$ cat src/rtl/bcd_acc_sequencer.sv
// Digit-serial 2-digit BCD accumulator: one shared 4-bit ripple adder sequenced over both digits.
// Optional 7-segment outputs (hex1/hex0) are built when BCD_ACC_HEX_OUT_EN is defined.
module bcd_acc_sequencer #(
    parameter int SYNC_STAGES = 2,
    parameter bit WRAP_ON_OVF = 1'b1
) (
    input  logic       clk,
    input  logic       rst_n,
    input  logic [3:0] din,
    input  logic       enter_n,
    input  logic       clr,
    output logic [7:0] acc,
    output logic       busy,
    output logic       done,
    output logic       ovf,
    output logic       err
`ifdef BCD_ACC_HEX_OUT_EN
    ,
    output logic [6:0] hex1,
    output logic [6:0] hex0
`endif
);

    typedef enum logic [2:0] {IDLE, ADD_LO, FIX_LO, ADD_HI, FIX_HI, DONE} state_t;

    state_t                 state_reg;
    logic [SYNC_STAGES-1:0] sync_reg;
    logic                   hist_reg;
    logic                   ent_reg;
    logic [4:0]             tmp_reg;
    logic                   carry_reg;
    logic [3:0]             operand_reg;

    logic [3:0] add_a;
    logic [3:0] add_b;
    logic       add_cin;
    logic [3:0] add_sum;
    logic       add_cout;
    logic [4:0] add_c;

    // Key synchroniser; ent is a registered one-cycle pulse on the synced falling edge.
    always_ff @(posedge clk) begin
        if (!rst_n) begin
            sync_reg <= '1;
            hist_reg <= 1'b1;
            ent_reg  <= 1'b0;
        end else begin
            sync_reg <= {sync_reg[SYNC_STAGES-2:0], enter_n};
            hist_reg <= sync_reg[SYNC_STAGES-1];
            ent_reg  <= hist_reg & ~sync_reg[SYNC_STAGES-1];
        end
    end

    // Shared adder operands are selected by the current step.
    always_comb begin
        add_a   = 4'd0;
        add_b   = 4'd0;
        add_cin = 1'b0;
        case (state_reg)
            ADD_LO: begin
                add_a = acc[3:0];
                add_b = operand_reg;
            end
            FIX_LO, FIX_HI: begin
                add_a = tmp_reg[3:0];
                add_b = 4'd6;
            end
            ADD_HI: begin
                add_a   = acc[7:4];
                add_cin = carry_reg;
            end
            default: ;
        endcase
    end

    assign add_c[0] = add_cin;
    generate
        for (genvar gi = 0; gi < 4; gi++) begin : g_ripple
            assign add_sum[gi]  = add_a[gi] ^ add_b[gi] ^ add_c[gi];
            assign add_c[gi+1]  = (add_a[gi] & add_b[gi]) | (add_a[gi] & add_c[gi]) |
                                  (add_b[gi] & add_c[gi]);
        end
    endgenerate
    assign add_cout = add_c[4];

    always_ff @(posedge clk) begin
        if (!rst_n) begin
            state_reg   <= IDLE;
            acc         <= 8'h00;
            busy        <= 1'b0;
            done        <= 1'b0;
            ovf         <= 1'b0;
            err         <= 1'b0;
            tmp_reg     <= 5'd0;
            carry_reg   <= 1'b0;
            operand_reg <= 4'd0;
        end else if (clr) begin
            state_reg <= IDLE;
            acc       <= 8'h00;
            busy      <= 1'b0;
            done      <= 1'b0;
            ovf       <= 1'b0;
            err       <= 1'b0;
        end else begin
            done <= 1'b0;
            case (state_reg)
                IDLE: begin
                    if (ent_reg) begin
                        if (din > 4'd9) begin
                            err <= 1'b1;
                        end else begin
                            err         <= 1'b0;
                            operand_reg <= din;
                            busy        <= 1'b1;
                            state_reg   <= ADD_LO;
                        end
                    end
                end
                ADD_LO: begin
                    tmp_reg   <= {add_cout, add_sum};
                    state_reg <= FIX_LO;
                end
                FIX_LO: begin
                    if (tmp_reg > 5'd9) begin
                        acc[3:0]  <= add_sum;
                        carry_reg <= 1'b1;
                    end else begin
                        acc[3:0]  <= tmp_reg[3:0];
                        carry_reg <= 1'b0;
                    end
                    state_reg <= ADD_HI;
                end
                ADD_HI: begin
                    tmp_reg   <= {add_cout, add_sum};
                    state_reg <= FIX_HI;
                end
                FIX_HI: begin
                    if (tmp_reg <= 5'd9) begin
                        acc[7:4] <= tmp_reg[3:0];
                    end else if (WRAP_ON_OVF) begin
                        acc[7:4] <= add_sum;
                        ovf      <= 1'b1;
                    end else begin
                        acc <= 8'h99;
                        ovf <= 1'b1;
                    end
                    done      <= 1'b1;
                    state_reg <= DONE;
                end
                DONE: begin
                    busy      <= 1'b0;
                    state_reg <= IDLE;
                end
                default: state_reg <= IDLE;
            endcase
        end
    end

`ifdef BCD_ACC_HEX_OUT_EN
    // Segment order {g,f,e,d,c,b,a}, active-low; non-BCD codes blank the digit.
    function automatic logic [6:0] seg7(input logic [3:0] d);
        case (d)
            4'd0:    seg7 = 7'b1000000;
            4'd1:    seg7 = 7'b1111001;
            4'd2:    seg7 = 7'b0100100;
            4'd3:    seg7 = 7'b0110000;
            4'd4:    seg7 = 7'b0011001;
            4'd5:    seg7 = 7'b0010010;
            4'd6:    seg7 = 7'b0000010;
            4'd7:    seg7 = 7'b1111000;
            4'd8:    seg7 = 7'b0000000;
            4'd9:    seg7 = 7'b0010000;
            default: seg7 = 7'b1111111;
        endcase
    endfunction

    always_ff @(posedge clk) begin
        if (!rst_n) begin
            hex1 <= 7'b1000000;
            hex0 <= 7'b1000000;
        end else begin
            hex1 <= seg7(acc[7:4]);
            hex0 <= seg7(acc[3:0]);
        end
    end
`endif

endmodule

$ cat config.mk
export PLATFORM = sky130hd
export DESIGN_NAME = bcd_acc_sequencer
export DESIGN_NICKNAME = d
export VERILOG_FILES = /design/src/rtl/bcd_acc_sequencer.sv
export SDC_FILE = /design/constraint.sdc
export NUM_CORES = 1
export LEC_CHECK = 0
export ABC_AREA = 0
export CORE_MARGIN = 2
export CORE_UTILIZATION = 35
export DETAILED_ROUTE_END_ITERATION = 8
export PLACE_DENSITY = 0.66
export SYNTH_ARGS = -nofsm -noshare
export SYNTH_HDL_FRONTEND = slang
export SYNTH_SLANG_ARGS = --single-unit
$ cat constraint.sdc
create_clock -name clk -period 4.3 [get_ports clk]
set_input_delay 0.645 -clock clk [delete_from_list [all_inputs] [get_ports clk]]
set_output_delay 0.645 -clock clk [all_outputs]
set_load 0.01 [all_outputs]
== Yosys cells after proc, flatten, opt, wreduce, memory -nomap -nowiden ==
Cells that the tools add are included.

* Flip-flop bits (word level): 29
* Word-level logic and storage cells: 83
* Output and inout port bits: 12
* Bits of input ports: 8

* Eq/ne operators: 7
* Mux-type cells: 14
* Reductions and logical operators: 12
* $lt $le $gt $ge: 3
* Bitwise logic cells: 34

{| class="wikitable"
|+ Operators with widths
! kind !! number
|-
| case mux 3 bit (5 select lines) || 1
|-
| bitwise AND 1 bit || 13
|-
| case mux 4 bit (3 select lines) || 1
|-
| AND reduction 2 bit || 5
|-
| 2-to-1 mux 4 bit || 2
|-
| bitwise OR 1 bit || 8
|-
| case mux 4 bit (2 select lines) || 1
|-
| XOR 1 bit || 8
|-
| == test 3 x 2 -> 1 bit (second input constant) || 2
|-
| == test 3 bit (second input constant) || 2
|-
| 2-to-1 mux 1 bit || 6
|-
| 2-to-1 mux 3 bit || 2
|-
| OR reduction 2 bit || 3
|-
| greater-than comparator 5 x 4 -> 1 bit (second input constant) || 1
|-
| <= comparator 5 x 4 -> 1 bit (second input constant) || 1
|-
| inverter 1 bit || 5
|-
| greater-than comparator 4 bit (second input constant) || 1
|-
| != test 2 bit (second input constant) || 2
|-
| AND reduction 4 bit || 1
|-
| == test 3 x 1 -> 1 bit (second input constant) || 1
|-
| zero test 3 bit || 1
|-
| AND reduction 3 bit || 1
|-
| case mux 1 bit (2 select lines) || 1
|-
| nonzero test 2 bit || 1
|}

== Longest topological paths before layout ==
Gate-level depths: netlist of the first run.

* Word-level depth: 15
* Gate-level depth with buffers: 13
* Gate-level depth less buffers: 12

== Worst setup path after synthesis of the first run ==
OpenSTA, ideal clock, no wires.

* Path kind: reg2reg
* Start point: register state_reg[0]
* End point: register acc[7]
* Setup slack: 1.313 ns
* Data required time: 4.160 ns
* Arrival time: 2.847 ns
* Setup time: 0.140 ns
* Stages on the path, launching flop included: 13
* Path through: dfxtp_1 > buf_2 > mux2_2 > a2bb2oi_1 > fa_1 > fa_1 > inv_1 > fa_1 > inv_1 > fa_1 > o31ai_1 > o21ai_0 > o22ai_1

* Word-level cells in the longest chain between the ends: 14
* Elaborated cells on any way between the ends: 26
* Those cells by class: eq/ne: 4; mux: 4; bitwise: 17; reduce/logical: 1

{| class="wikitable"
|+ RTL lines
! what !! line !! text
|-
| from (decl) || 26 || <nowiki>state_t state_reg;</nowiki>
|-
| from (signal assigned) || 88 || <nowiki>state_reg <= IDLE;</nowiki>
|-
| from (signal assigned) || 98 || <nowiki>state_reg <= IDLE;</nowiki>
|-
| from (signal assigned) || 115 || <nowiki>state_reg <= ADD_LO;</nowiki>
|-
| == test 3 bit / == test 3 x 2 -> 1 bit (equally long branches) || 59, 106 ||
|-
| OR reduction 2 bit || 59 || <nowiki>case (state_reg)</nowiki>
|-
| case mux 4 bit (3 select lines) / case mux 4 bit (2 select lines) (equally long branches) || 59 ||
|-
| bitwise AND 1 bit || 80 || <nowiki>assign add_c[gi+1] = (add_a[gi] & add_b[gi]) | (add_a[gi] & add_c[gi]) |</nowiki>
|-
| bitwise OR 1 bit (2 in a row) || 80 ||
|-
| bitwise AND 1 bit || 80 ||
|-
| bitwise OR 1 bit (2 in a row) || 80 ||
|-
| bitwise AND 1 bit || 80 ||
|-
| bitwise OR 1 bit (2 in a row) || 80 ||
|-
| XOR 1 bit || 79 || <nowiki>assign add_sum[gi] = add_a[gi] ^ add_b[gi] ^ add_c[gi];</nowiki>
|-
| 2-to-1 mux 4 bit || 138 || <nowiki>if (tmp_reg <= 5'd9) begin</nowiki>
|-
| to (signal assigned) || 139 || <nowiki>acc[7:4] <= tmp_reg[3:0];</nowiki>
|-
| to (signal assigned) || 141 || <nowiki>acc[7:4] <= add_sum;</nowiki>
|-
| to (decl) || 12 || <nowiki>output logic [7:0] acc,</nowiki>
|}

Several ways; a longest one is shown, not always the timed one.
A chain may end at the register's enable or synchronous reset.

== Worst setup path in the final report of the first run ==
* Start point: register state_reg[1]
* End point: register acc[7]

Same word-level chain as after synthesis.

==> impl_metrics.toml, run 1 <==
[run_status]
status = "finished clean"

[timing]
finalMaxSlewViolations = 0
whs_ns = 0.4093
hold_viol_final = 0
finalCritPeriodShare_pct = 80.39
setup_viol = 0
tightest_slew_ns = 0.6890
finClkSkew_ns = 0.007013
max-slew-margin-rel_pct = 54.00
rsz0062_at_grt = "false"
tns_ns = 0
fmax_mhz = 289.3
min_period_ns = 3.457

[placement]
hpwl_mm = 2.035
port_buffers = 19
placed_area_mm2 = 0.001603
gp_congestion = 0.8666

[detailed_routing]
drt-total-wl_mm = 2.848
post_drt_wl_per_cell_um = 12.83
vias_per_cell = 5.221
first_pass_iters = 4
drc = 0
drt_iter0_drc = 51
ant_nets = 0
dr_total_vias = 1159

[critical_path]
path_max_fanout = 17
worstPathRequired_ns = 4.44
critPathMaxStageDelay_ns = 0.76
ff2ff_path_depth = 12
reg2reg_slack_ns = 0.84
r2r-start = "state_reg[1]$_SDFFE_PP0P_"
cp.arrival_ns = 3.59
cp-start-kind = "flop"
slowest_stage = "dfxtp_1"
crit_top_cell = "fa_1"
path_class = "reg2reg"
path_cells = "mux2i_1, mux2_2, a2bb2oi_1, fa_1, fa_1, inv_1, fa_1, inv_1, fa_1, o31ai_1, o21ai_0, o22ai_1"
reg2reg_to = "acc[7]$_SDFFE_PP0P_"
worstSetupEndpointType = "flop"

[layout]
nets = 185
num-fill-cells = 382
postLayoutCoreUtil_pct = 45.02
syn2layout_area_growth_pct = 20.92
antenna_cells = 0
final_cell_area_mm2 = 0.001685
drive_above_1_share_pct = 8.046
largest_reg_flops = 8

[floorplanning]
core_mm2 = 0.003744
die_w_um = 67.11
die_height_um = 67.11
io_pins = 20
start_util_pct = 37.23
die-area_mm2 = 0.004503
rows = 22

[power_and_ir_drop]
powerDensity_mw_per_mm2 = 299.9
ir_drop_mv = 0.1805
p_leak_uw = 0.0005751

[clocking]
cts_root_buffer = "clkbuf_8"
clk_pin_slew_worst_paths_ns = 0.06
ctsResizeCount = 0
clock_sinks = 29
cts_hold_buf = 0
post_cts_buffers = 0
cts_made_buffers = 5
cts_tree = "built"
htree_levels = 2
clock_latency_ns = 0.28
clk_path_buf_depth = 2

[hold_path]
whs_path_depth = 1
holdPathEnd = "sync_reg[1]$_SDFF_PN1_"
hp-class = "reg2reg"
min-delay-start = "sync_reg[0]$_SDFF_PN1_"

[synth]
netlist_top_cells_area = "dfxtp_1 (42%), nand2_1 (6.2%), fa_1 (5.7%)"
ys_types = 34
synth_ff_type = "dfxtp_1"
synth_area_mm2 = 0.001394
syn_inst = 155
yosysTopAreaCellShare_pct = 41.65
postSynth.asyncResetShare_pct = 0
ys_ff_latch = 29
syn_nets = 167
synth_edf_count = 0
yosys_warnings = 0
yosys.area.top_type = "dfxtp_1"
ys_seq_area_share_pct = 41.65
syn_avg_cell_area_um2 = 8.992

[grt]
use_met1_pct = 17.90
grt_pass1_wl_mm = 4.954
grt_usage_pct = 14.97
grt_max_degree = 18
grt_util_met2_pct = 24.01
grt.busiest_layer = "met2"
gr-total-overflow = 0
antenna_found_initial = 0
gr-usage-met3_pct = 4.561
first_global_vias = 1136

[run]
drv_cap = 0
-- worst max-delay path, delay by kind of cell, from the launching register on --
family	cells	cell delay, ns
multiplexers	2	0.46
adder cells (fa/ha/maj)	4	1.46
buffers and inverters	2	0.12
flip-flops	1	0.76
AO/OA/AOI/OAI	4	0.49
-- logic make-up (layout without fill, tap and decap cells) --
| family | count (synthesis) | in the layout | synth area share, % |
|---|---|---|---|
| AND/OR/NAND/NOR | 50 | 50 | 19.30 |
| multiplexers | 9 | 9 | 6.553 |
| buffers and inverters | 16 | 35 | 5.116 |
| adder cells (fa/ha/maj) | 4 | 4 | 5.745 |
| flip-flops | 29 | 29 | 41.65 |
| XOR/XNOR | 2 | 2 | 1.257 |
| AO/OA/AOI/OAI | 45 | 45 | 20.38 |
-- worst max-delay path by stage --
stage | cells after the start | slack [ns] | startpoint | to
after floorplan | 12 | 1.31 | state_reg[0]$_SDFFE_PP0P_ | acc[7]$_SDFFE_PP0P_
after global placement | 12 | 0.99 | state_reg[1]$_SDFFE_PP0P_ | acc[7]$_SDFFE_PP0P_
after detailed placement | 12 | 0.89 | state_reg[1]$_SDFFE_PP0P_ | acc[3]$_SDFFE_PP0N_
after CTS | 11 | 0.85 | state_reg[2]$_SDFFE_PP0P_ | acc[7]$_SDFFE_PP0P_
after global routing | 11 | 0.49 | state_reg[2]$_SDFFE_PP0P_ | acc[7]$_SDFFE_PP0P_
final | 12 | 0.84 | state_reg[1]$_SDFFE_PP0P_ | acc[7]$_SDFFE_PP0P_
-- cells in the mapped netlist, types with 4 or more instances --
| master | number |
|---|---|
| dfxtp_1 | 29 |
| nand2_1 | 23 |
| a21oi_1 | 13 |
| nor2_1 | 11 |
| o21ai_0 | 10 |
| inv_1 | 8 |
| mux2i_1 | 8 |
| a211oi_1 | 5 |
| clkbuf_1 | 4 |
| fa_1 | 4 |
| nand2b_1 | 4 |
| o22ai_1 | 4 |
-- layout by cell type, fill, tap and decap left out, drive strengths merged --
master         Yosys  layout
o21a               2       2
a2111oi            1       1
o211ai             2       2
o22ai              4       4
or4b               1       1
fa                 4       4
o31ai              1       1
o2bb2ai            1       1
nor3               2       2
nand2b             4       4
or2                1       1
nand2             23      23
a2bb2oi            1       1
a311oi             2       2
nor3b              4       4
mux2i              8       8
a21oi             13      13
nor4b              1       1
mux2               1       1
clkinv             0       2
clkdlybuf4s50      0      19
nand4b             1       1
dfxtp             29      29
a211o              2       2
a211oi             5       5
xnor2              2       2
o21ai             10      10
clkbuf             4       6
nor2b              2       2
a21o               1       1
inv                8       8
nor2              11      11
-- area by class of cell --
cell class | count | area, um2 | share of cell area, %
clock buffer | 6 | 72.57 | 4.306
clock inverter | 2 | 10.01 | 0.5939
inverter | 8 | 30.03 | 1.782
multi-input combinational | 110 | 742.0 | 44.02
sequential | 29 | 580.6 | 34.45
tap | 48 | 60.06 | 3.563
timing repair buffer | 19 | 190.2 | 11.28
-- where the power goes --
part | switching (uW) | internal [uW]
Clock | 99.4 | 112
Sequential | 1.53 | 271
Combinational | 11.4 | 10.4
-- routing by layer --
metal	part of all wire [%]	wire [um]	vias up
li1	-	-	576
met1	46	1298	547
met2	47	1346	28
met3	4.7	134	8
met4	2.4	68	0
met5	0	0	-
-- metrics by stage --
step	total power, uW	std cells	setup slack [ns]
2_1_floorplan	289.4	155	1.313
3_3_place_gp	299.9	214	0.9874
3_5_place_dp	300.2	214	0.8865
4_1_cts	511.4	222	0.8472
5_1_grt	526.4	222	0.4870
6_report	505.4	222	0.8431
Note: power is estimated with default switching activity, not from simulation.
==> run 2: changes to the inputs <==
Settings changed: PLACE_DENSITY 0.66 to 0.68.
Clock period 4.3 ns to 3.01 ns, I/O delays scaled along.
==> impl_metrics.toml, run 2 (synthesized netlist as in run 1, its figures left out) <==
[floorplanning]
start_util_pct = 37.23
io_pins = 20
core_mm2 = 0.003744
rows = 22
die-area_mm2 = 0.004503
die_w_um = 67.11
die_height_um = 67.11

[critical_path]
worst_path_dominant_cell_family = "adder cells"
path_max_fanout = 6
slowest_stage = "fa_1"
reg2reg_slack_ns = 0.12
crit_buf_inv = 2
cp-start-kind = "flop"
crit_top_cell = "fa_1"
reg2reg_to = "acc[3]$_SDFFE_PP0N_"
cp.arrival_ns = 3.03
path_cells = "mux2_2, a2bb2oi_1, fa_1, fa_1, inv_1, fa_1, inv_1, fa_1, o31ai_1, o21ai_1, o22ai_1"
worstSetupEndpointType = "flop"
ff2ff_path_depth = 11
worstPathRequired_ns = 3.14
crit_cells = 11
critPathMaxStageDelay_ns = 0.51
r2r-start = "state_reg[0]$_SDFFE_PP0P_"
path_class = "reg2reg"

[detailed_routing]
drt-total-wl_mm = 2.936
drt_iter0_drc = 64
drc = 0
first_pass_iters = 4
ant_nets = 0
vias_per_cell = 5.044
post_drt_wl_per_cell_um = 12.82
dr_total_vias = 1155

[timing]
tns_ns = 0
rsz0062_at_grt = "false"
fmax_mhz = 345.6
finalMaxSlewViolations = 0
tightest_slew_ns = 0.6674
setup_viol = 0
min_period_ns = 2.894
finalCritPeriodShare_pct = 96.14
hold_viol_final = 0
finClkSkew_ns = 0.004129
max-slew-margin-rel_pct = 55.42

[layout]
final_cell_area_mm2 = 0.001768
layout.area.seq_um2 = 588.1
syn2layout_area_growth_pct = 26.84
largest_reg_flops = 8
final_cell_mix = "dfxtp_1 (25), nand2_1 (23), clkdlybuf4s50_1 (19), a21oi_1 (13), nor2_1 (11)"
drive_above_1_share_pct = 14.36
multiInputGateArea_um2 = 753.2
antenna_cells = 0
final_common_cell = "dfxtp_1"
num-fill-cells = 380
nets = 193

[clocking]
clock_latency_ns = 0.28
cts_root_buffer = "clkbuf_8"
htree_levels = 2
cts_made_buffers = 5
cts_tree = "built"
clock_sinks = 29
clk_path_buf_depth = 2
clk_pin_slew_worst_paths_ns = 0.06

[hold_path]
whs_path_depth = 2
hp-class = "reg2reg"
holdPathEnd = "ent_reg$_SDFF_PN0_"
min-delay-start = "hist_reg$_SDFF_PN1_"

[placement]
placed_area_mm2 = 0.001663
port_buffers = 19
gp_congestion = 0.9602
hpwl_mm = 2.222

[grt]
grt_max_degree = 15
grt_usage_pct = 15.28
gr-total-overflow = 0
antenna_found_initial = 0
first_global_vias = 1127
grt_pass1_wl_mm = 5.071

[power_and_ir_drop]
ir_drop_mv = 0.2353
powerDensity_mw_per_mm2 = 419.4
power_uw = 741.4
p_leak_uw = 0.0006217

[run]
drv_cap = 0

[run_status]
status = "finished clean"
[run 2: what timing repair did]
item                       CTS  global route
hold buffers                 0             0
setup endpoints to repair    0             2
resized for setup            0             8
setup buffers                0             0
[run 2: worst max path at each step]
stage                                   start             endpoint  slack (ns)
floorplan           state_reg[0]$_SDFFE_PP0P_  acc[7]$_SDFFE_PP0P_        0.02
global placement    state_reg[0]$_SDFFE_PP0P_  acc[3]$_SDFFE_PP0N_         0.1
detailed placement  state_reg[0]$_SDFFE_PP0P_  acc[3]$_SDFFE_PP0N_        0.04
CTS                 state_reg[0]$_SDFFE_PP0P_  acc[3]$_SDFFE_PP0N_        0.02
global route        state_reg[0]$_SDFFE_PP0P_  acc[3]$_SDFFE_PP0N_       0.004
finish              state_reg[0]$_SDFFE_PP0P_  acc[3]$_SDFFE_PP0N_        0.12
[run 2: final cells by class]
cell class | count | area share, %
multi-input cells | 110 | 42.60
flip-flops and latches | 29 | 33.26
repair buffers | 27 | 14.15
clock buffers | 7 | 4.883
well taps | 48 | 3.397
inverters | 8 | 1.699
[run 2: worst reg2reg max path, stage by stage (launching register included)]
cell and delay (ns):
dfxtp_4 0.39, mux2_2 0.34, a2bb2oi_1 0.15, fa_1 0.43, fa_1 0.37, inv_1 0.07
fa_1 0.15, inv_1 0.05, fa_1 0.51, o31ai_1 0.08, o21ai_1 0.11, o22ai_1 0.10
[run 2: layer usage]
metal | share of wire [%] | vias to the layer above | GRT usage [%] | routed length [um]
met1 | 45 | 536 | 18.00 | 1320
met4 | 2.2 | 0 | 8.163 | 64
met2 | 49 | 22 | 24.38 | 1426
li1 | - | 590 | - | -
met3 | 4.3 | 7 | 5.236 | 125
met5 | 0 | - | 0 | 0
[run 2: per-stage QoR]
stage	hold slack (ns)	setup slack (ns)	cells	util, %
2_1_floorplan	0.3863	0.02319	155	-
3_3_place_gp	0.3891	0.09936	222	44.42
3_5_place_dp	0.4112	0.03858	222	44.42
4_1_cts	0.4249	0.02286	229	46.72
5_1_grt	0.4405	0.004211	229	47.23
6_report	0.4232	0.1162	229	47.23
[run 2: power by group]
group	leakage, uW	total (uW)	switching (uW)	internal (uW)
clock	0.0000443	320	139	181
sequential	0.000237	388	1.85	386
combinational	0.000341	33.7	17.6	16.1
total	0.000622	741	158	583
